[src/rtl/body_integrator.sv]
// body_integrator: semi-implicit Euler timestep over N bodies
// held in a shared 80-bit BRAM; each state word is updated in place.
module body_integrator #(
    parameter int          N          = 2,
    parameter logic [14:0] STATE_BASE = 15'h000,
    parameter logic [14:0] FORCE_BASE = 15'h190,
    parameter int          DT_SHIFT   = 4,
    parameter int          RD_LAT     = 2
) (
    input  logic        clk,
    input  logic        reset_n,
    input  logic        start,
    output logic        busy,
    output logic        done,
    output logic [14:0] rd_addr,
    input  logic [79:0] rd_data,
    output logic [14:0] wr_addr,
    output logic [79:0] wr_data,
    output logic        wr_en
);
    localparam logic [9:0]  LAST_IDX  = 10'(N - 1);
    localparam logic [15:0] WAIT_LAST = 16'(RD_LAT - 2);

    typedef enum logic [2:0] {
        S_IDLE, S_RD_S, S_RD_F, S_WAIT, S_CALC, S_WR, S_DONE
    } state_t;

    state_t      r_state, w_state_nxt;
    logic [9:0]  r_idx;
    logic [15:0] r_wcnt;
    logic [14:0] r_rd_addr, r_wr_addr;
    logic [79:0] r_sword, r_wr_data;
    logic        w_cap_s, w_last, w_unused;

    logic signed [19:0] w_px, w_py, w_vx, w_vy, w_fx, w_fy;
    logic signed [19:0] w_fxs, w_fys, w_vxn, w_vyn;
    logic signed [19:0] w_vxs, w_vys, w_pxn, w_pyn;

    function automatic logic signed [19:0] sat20(input logic signed [20:0] a);
        if (a > 21'sd524287) return 20'sh7FFFF;
        else if (a < -21'sd524288) return 20'sh80000;
        return a[19:0];
    endfunction

    assign w_px = r_sword[79:60];
    assign w_py = r_sword[59:40];
    assign w_vx = r_sword[39:20];
    assign w_vy = r_sword[19:0];
    assign w_fx = {{4{rd_data[31]}}, rd_data[31:16]};
    assign w_fy = {{4{rd_data[15]}}, rd_data[15:0]};
    // Upper force-word bits carry no information for this stage.
    assign w_unused = ^rd_data[79:32];

    assign w_fxs = w_fx >>> DT_SHIFT;
    assign w_fys = w_fy >>> DT_SHIFT;
    assign w_vxn = sat20({w_vx[19], w_vx} + {w_fxs[19], w_fxs});
    assign w_vyn = sat20({w_vy[19], w_vy} + {w_fys[19], w_fys});
    // Position integrates the already-updated velocity.
    assign w_vxs = w_vxn >>> DT_SHIFT;
    assign w_vys = w_vyn >>> DT_SHIFT;
    assign w_pxn = sat20({w_px[19], w_px} + {w_vxs[19], w_vxs});
    assign w_pyn = sat20({w_py[19], w_py} + {w_vys[19], w_vys});

    assign w_last  = (r_idx == LAST_IDX);
    assign w_cap_s = (RD_LAT == 1) ? (r_state == S_RD_F)
                   : (r_state == S_WAIT && r_wcnt == WAIT_LAST);

    // State register
    always_ff @(posedge clk or negedge reset_n) begin
        if (!reset_n) r_state <= S_IDLE;
        else          r_state <= w_state_nxt;
    end

    // Next-state and strobe decode
    always_comb begin
        w_state_nxt = r_state;
        busy        = 1'b0;
        done        = 1'b0;
        wr_en       = 1'b0;
        unique case (r_state)
            S_IDLE: if (start) w_state_nxt = S_RD_S;
            S_RD_S: begin
                busy        = 1'b1;
                w_state_nxt = S_RD_F;
            end
            S_RD_F: begin
                busy        = 1'b1;
                w_state_nxt = (RD_LAT == 1) ? S_CALC : S_WAIT;
            end
            S_WAIT: begin
                busy = 1'b1;
                if (r_wcnt == WAIT_LAST) w_state_nxt = S_CALC;
            end
            S_CALC: begin
                busy        = 1'b1;
                w_state_nxt = S_WR;
            end
            S_WR: begin
                busy        = 1'b1;
                wr_en       = 1'b1;
                w_state_nxt = w_last ? S_DONE : S_RD_S;
            end
            S_DONE: begin
                done        = 1'b1;
                w_state_nxt = S_IDLE;
            end
            default: w_state_nxt = S_IDLE;
        endcase
    end

    // Body index, read address, word captures and write-back registers
    always_ff @(posedge clk or negedge reset_n) begin
        if (!reset_n) begin
            r_idx     <= '0;
            r_wcnt    <= '0;
            r_rd_addr <= '0;
            r_wr_addr <= '0;
            r_wr_data <= '0;
            r_sword   <= '0;
        end else begin
            if (r_state == S_WAIT) r_wcnt <= r_wcnt + 16'd1;
            else                   r_wcnt <= '0;
            if (r_state == S_IDLE && start) begin
                r_idx     <= '0;
                r_rd_addr <= STATE_BASE;
            end else if (r_state == S_RD_S) begin
                r_rd_addr <= FORCE_BASE + {5'd0, r_idx};
            end else if (r_state == S_WR && !w_last) begin
                r_idx     <= r_idx + 10'd1;
                r_rd_addr <= STATE_BASE + {5'd0, r_idx} + 15'd1;
            end
            if (w_cap_s) r_sword <= rd_data;
            if (r_state == S_CALC) begin
                r_wr_data <= {w_pxn, w_pyn, w_vxn, w_vyn};
                r_wr_addr <= STATE_BASE + {5'd0, r_idx};
            end
        end
    end

    assign rd_addr = r_rd_addr;
    assign wr_addr = r_wr_addr;
    assign wr_data = r_wr_data;
endmodule

[config.mk]
export PLATFORM = sky130hd
export DESIGN_NAME = body_integrator
export DESIGN_NICKNAME = d
export VERILOG_FILES = /design/src/rtl/body_integrator.sv
export SDC_FILE = /design/constraint.sdc
export NUM_CORES = 1
export LEC_CHECK = 0
export CORE_AREA = 2 2 119 236
export CTS_BUF_LIST = sky130_fd_sc_hd__clkbuf_4 sky130_fd_sc_hd__clkbuf_8 sky130_fd_sc_hd__clkbuf_16
export DETAILED_ROUTE_END_ITERATION = 10
export DIE_AREA = 0 0 121 238
export PLACE_DENSITY = 0.83
export SETUP_SLACK_MARGIN = 0.05
export SYNTH_ARGS = -nofsm -noshare
export SYNTH_HDL_FRONTEND = slang
export SYNTH_SLANG_ARGS = --single-unit
[constraint.sdc]
create_clock -name clk -period 5.97 [get_ports clk]
set_clock_uncertainty 0.2 [all_clocks]
set_input_delay 1.194 -clock clk [delete_from_list [all_inputs] [get_ports clk]]
set_output_delay 1.194 -clock clk [all_outputs]
set_load 0.01 [all_outputs]
* Yosys cells after proc, flatten, opt, wreduce, memory -nomap -nowiden
Cells that the tools add are included.
** Operators by class
- $add $sub $neg :: 8
- Multipliers :: 0
- Divide/modulo/power cells :: 0
- $lt $le $gt $ge :: 8
- Equality and inequality tests :: 10
- Shift operators :: 0
- Multiplexer cells :: 34
- Bitwise operators :: 0
- Reductions and logical operators :: 11
** Operators with widths (number)
- $mux 20 :: 12
- $gt 21x20->1 const B :: 4
- $lt 21x20->1 const B :: 4
- $mux 15 :: 3
- $add 20x12->21 :: 2
- $add 20x16->21 :: 2
- $mux 10 :: 3
- $pmux 3 s6 :: 1
- $add 16x1->16 const B :: 1
- $logic_not 16->1 :: 1
- $mux 16 :: 1
- $add 10x1->11 const B :: 1
- $add 9x10->11 const A :: 1
- $mux 1 :: 11
- $add 10x1->10 const B :: 1
- $eq 10x1->1 const B :: 1
- $eq 3x3->1 const B :: 3
- $mux 3 :: 3
- $eq 3x2->1 const B :: 2
- $reduce_or 5->1 :: 1
- $ne 2x2->1 const B :: 2
- $reduce_and 2->1 :: 2
- $eq 3x1->1 const B :: 1
- $logic_and 1x1->1 :: 3
- other kinds (5) :: 5
** Storage, ports and cells
- Flip-flop bits (word level) :: 214
- Bits in latches :: 0
- RAM bits :: 0
- Memory bits (read-only) :: 0
- Output and inout bits :: 113
- Logic and storage cells :: 78
- Memories :: 0

* Logic depth before layout (Yosys ltp)
- Word-level depth :: 10
- Gate-level depth with buffers :: 23
- Depth with buffers taken out :: 21

* Worst setup path after synthesis
OpenSTA, ideal clock, no wires.
- Kind :: input-to-reg
- From :: input rd_data[4]
- To :: register r_wr_data[58], in the netlist wr_data[58]
- Setup time :: 0.129 ns
- Arrival :: 5.552 ns
- Setup slack :: 0.090 ns
- Cell stages on the path :: 23
- Buffers on the path :: 2
- Cells stage by stage :: ha_1 -> fa_1 -> a211oi_1 -> nor2_1 -> a21o_1 -> o211a_1 -> o21ai_4 -> a211oi_4 -> or2_1 -> buf_2 -> nand2b_1 -> ha_1 -> inv_1 -> fa_1 -> nor2b_1 -> o31a_1 -> o211ai_1 -> nand2_1 -> o211ai_1 -> a41oi_1 -> o21ai_1 -> buf_2 -> o21ai_0
** On the way
- Cells in the longest elaborated chain, start to end :: 10
- Elaborated cells between the ends (all ways) :: 14
** RTL lines
- start, declared :: line 16 : input logic [79:0] rd_data,
- $add 20x12->21 (*) :: line 57 : assign w_vyn = sat20({w_vy[19], w_vy} + {w_fys[19], w_fys});
- $lt 21x20->1 :: line 41 : else if (a < -21'sd524288) return 20'sh80000;
- $mux 1 :: line 41
- $mux 1 :: line 40 : if (a > 21'sd524287) return 20'sh7FFFF;
- $mux 20 (*) :: line 42 : return a[19:0];
- via w_vyn[4] :: line 36 : logic signed [19:0] w_fxs, w_fys, w_vxn, w_vyn;
- $add 20x16->21 (*) :: line 62 : assign w_pyn = sat20({w_py[19], w_py} + {w_vys[19], w_vys});
- $lt 21x20->1 :: line 41
- $mux 1 :: line 41
- $mux 1 :: line 40
- $mux 20 (*) :: line 42
- end signal, assigned :: line 134 : r_wr_data <= {w_pxn, w_pyn, w_vxn, w_vyn};
- end, declared :: line 32 : logic [79:0] r_sword, r_wr_data;
The timed path passes the listed nets; every way through them passes the cells marked *.
A chain may end at the register's enable or synchronous reset.

* Final worst setup path
- From :: input rd_data[9]
- To :: register r_wr_data[53], in the netlist wr_data[53]
The elaborated chain is that of the path after synthesis.

==> results.md <==
* Fin cells at 2139
* Unique masters post-synth at 93
* CTS tree: built
* Comb power frac at 42.5%
* Ys async rst share at 100%
* Nets at 1950
* Die ar. at 28800 µm²
* Die height at ~240 µm
* Switching Fraction at 33.4%
* Clk_lat worst skew at 530 ps
* Slew Limit Fails at 0
* Internal power at 3770 µW
* Via count at 12300
* IO Count at 196
* H-tree levels at 1
* DRT antenna net count at 0
* RSZ-0062 raised after global routing: false
* Initial core utilization at 49.4%
* Diode count at 0
* Worst-path clk slew at 70 ps
* Commonest register cell after synthesis: dfrtp_1
* Syn avg cell area at ~9.6 µm²
* Maximum root-to-sink buffer count at 3
* Crit start category: primary input
* Synth warn at 0
* Clk network pwr share at about 25%
* Clock Tree Root: clkbuf_16
* Number of flops mapped to enable cells by yosys at 0
* Sequential area share after synthesis at between 30 and 40%
* Fmax at 175 MHz
* Main area contributors after synthesis: dfrtp_1, ha_1, mux2_2
* Area delta synth->final at 35.9%
* Post-Route WL at around 38 mm
* DRC Markers at 0
* Via-to-Cell Ratio at roughly 5.7
* Pre-antenna DRT Iters at 5
* WS Path Type: primary input to flop
* Min cycle time layout at 5730 ps
* DRT iter0 DRCs at about 720
* Worst reg-to-reg path cell count at 24
* Largest net degree at the start of global routing at around 120
* Netlist Area Pre-Place at 13300 µm²
* Power per cell area at ~310 nW/µm²
* Crit. End Element: flop
* Leak pwr at about 0.008 µW
* Final Hold Vio Count at 0
* Worst EP required at 6190 ps
* # setup viols final at 0
* Clk sink count at 210
* CTS Buf Count at 21
* Outcome: finished, final reports clean
* Width of the die at 121 µm
* Maximum VDD drop at 0.000237 V
* Layout cells sized above 1 at 24.9%
* Final HPWL DP at 29.0 mm
* Most common cell after layout, fill and taps aside: buf_4
* Hold Path Stages at 2
* Port-buffer cells at 186
* Most frequent cells in the layout: buf_4, dfrtp_1, clkdlybuf4s50_1
* Routability cong. at 0.942
* Critical Path Fanout Max at 6
* NetSw at 1890 µW
* Rows at 85
* Hold Path Class: flop to flop
* Initial antenna violation count at 0
* Worst Tran Pin Value at ~1000 ps
* Total GRT Usage at 26.2%
* Placed cell areas at between 15000 and 20000 µm²
* Post-Synthesis Cells at 1390
* Dominant cell type by area after synthesis: dfrtp_1
* Hold-fix buffers, CTS at 0
* WP data arrival at 5950 ps
* Post-Place Cells at 2084
* Fin crit share at 96.0%
* Core area at 26900 µm²
* First-pass GRT wire length at 60.9 mm
* Final instance area at 18100 µm²
* Slew margin rel. at 30.4%
* Grt ovf at 0
* Maxcap violations at 0
* Sequential fraction of design power at 32.6%
* Synth Register Bits at 210
* Top cell type's share of synthesized area at 39.5%
* Vias in the first global route at 12900
* WL/cell at 18.0 µm
power groups by stage:
stage / clock network, µW / registers (µW) / logic, µW
floorplan: 0 / 1890 / 1110
global placement: 0 / 1860 / 2250
detailed placement: 0 / 1860 / 2320
CTS: 1440 / 1840 / 2340
global route: 1490 / 1860 / 2610
finish: 1410 / 1850 / 2410
worst max-delay path: stages:
cell,delay (ps)
clkdlybuf4s50_1,460
ha_1,240
a21o_1,190
or3_1,320
nor3_2,220
or3_4,180
a21oi_4,60
buf_12,150
a211oi_4,250
or2_4,210
nand2b_1,130
ha_2,190
inv_2,40
fa_2,380
nor2b_2,150
o31a_1,230
o211ai_1,120
buf_4,160
nand2_1,80
o211ai_1,100
a41oi_1,230
buf_4,180
buf_4,140
nand2_1,80
a311oi_2,260
synth_stat cells (4+ instances only):
library cell	number
ha_1	87
inv_1	42
a21o_1	30
nor3b_1	4
a211oi_1	30
buf_6	4
buf_2	6
a311oi_1	5
and3_1	10
clkbuf_1	44
and2_1	6
o31ai_1	5
o21bai_1	9
o21ai_1	18
or2_2	5
nor4_1	4
fa_1	4
nor3_1	30
a21oi_1	111
o21a_1	11
o211ai_1	10
o221a_1	10
nand2b_1	26
nand2_1	126
or3_1	10
nand3_1	51
nor2b_1	10
xor2_1	30
xnor2_1	38
a31oi_1	9
nor2_1	119
maj3_2	10
o221a_2	9
buf_4	14
nand4_1	6
a211o_1	4
o21ai_0	73
dfrtp_1	210
mux2_2	80
state kept, by name (all words and copies together) (netlist names):
signal	cells
r_state	3
wr_data	80
r_idx	10
wr_addr	10
r_sword	80
rd_addr	11
r_wcnt	16
per-layer routing:
metal	global-route usage [%]	share of wire, %
met5	0	0
met4	16.2	6.3
met3	3.47	4.4
met2	49.9	55
met1	26.1	34
cells by family (layout without fill, tap and decap cells):
group,Yosys count,after routing,share of synthesized area (%)
xor gates and xnor gates,69,69,4.69
adders and majority gates,101,101,9.64
and+or+nand+nor,426,427,15.1
other,1,9,0.0282
DFF,210,210,39.5
buffers and inverters,113,504,3.87
muxes,80,80,6.78
AOI/OAI and AO/OA,390,391,20.3
repair_timing:
item | CTS | global route
cloned | 0 | 3
resized for setup | 6 | 53
setup endpoints to repair | 38 | 39
buffers inserted | 2 | 12
pin swaps | 3 | 32
per-stage QoR:
step	setup TNS (ps)	total power, µW	hold slack, ps	setup WS [ps]	utilization [%]
global route	0	5960	311	24.8	67.1
CTS	0	5620	286	66.2	66.0
floorplan	0	3000	254	89.7	-
detailed placement	-25300	4180	270	-721	63.0
finish	0	5660	282	241	67.1
global placement	-20570	4110	262	-570	63.0
final timing paths:
kind	from	endpoint	slack (ps)
max	rd_data[9]	wr_data[53]	240
min	wr_addr[6]	wr_addr[6]	280
max reg2reg	r_sword[0]	wr_data[47]	810
min reg2reg	wr_addr[6]	wr_addr[6]	280
max in group asynchronous	reset_n	wr_data[78]	4000
min in group asynchronous	reset_n	r_sword[17]	490
area by class of cell:
cell class	count	area, µm²
multi-input combinational	1077	7750
tap	348	435
timing repair buffer	422	3710
sequential	210	5260
clock inverter	6	91.3
clock buffer	32	646
fill	2055	8850
inverter	44	165
No activity file was read; power rests on OpenSTA's default activity.
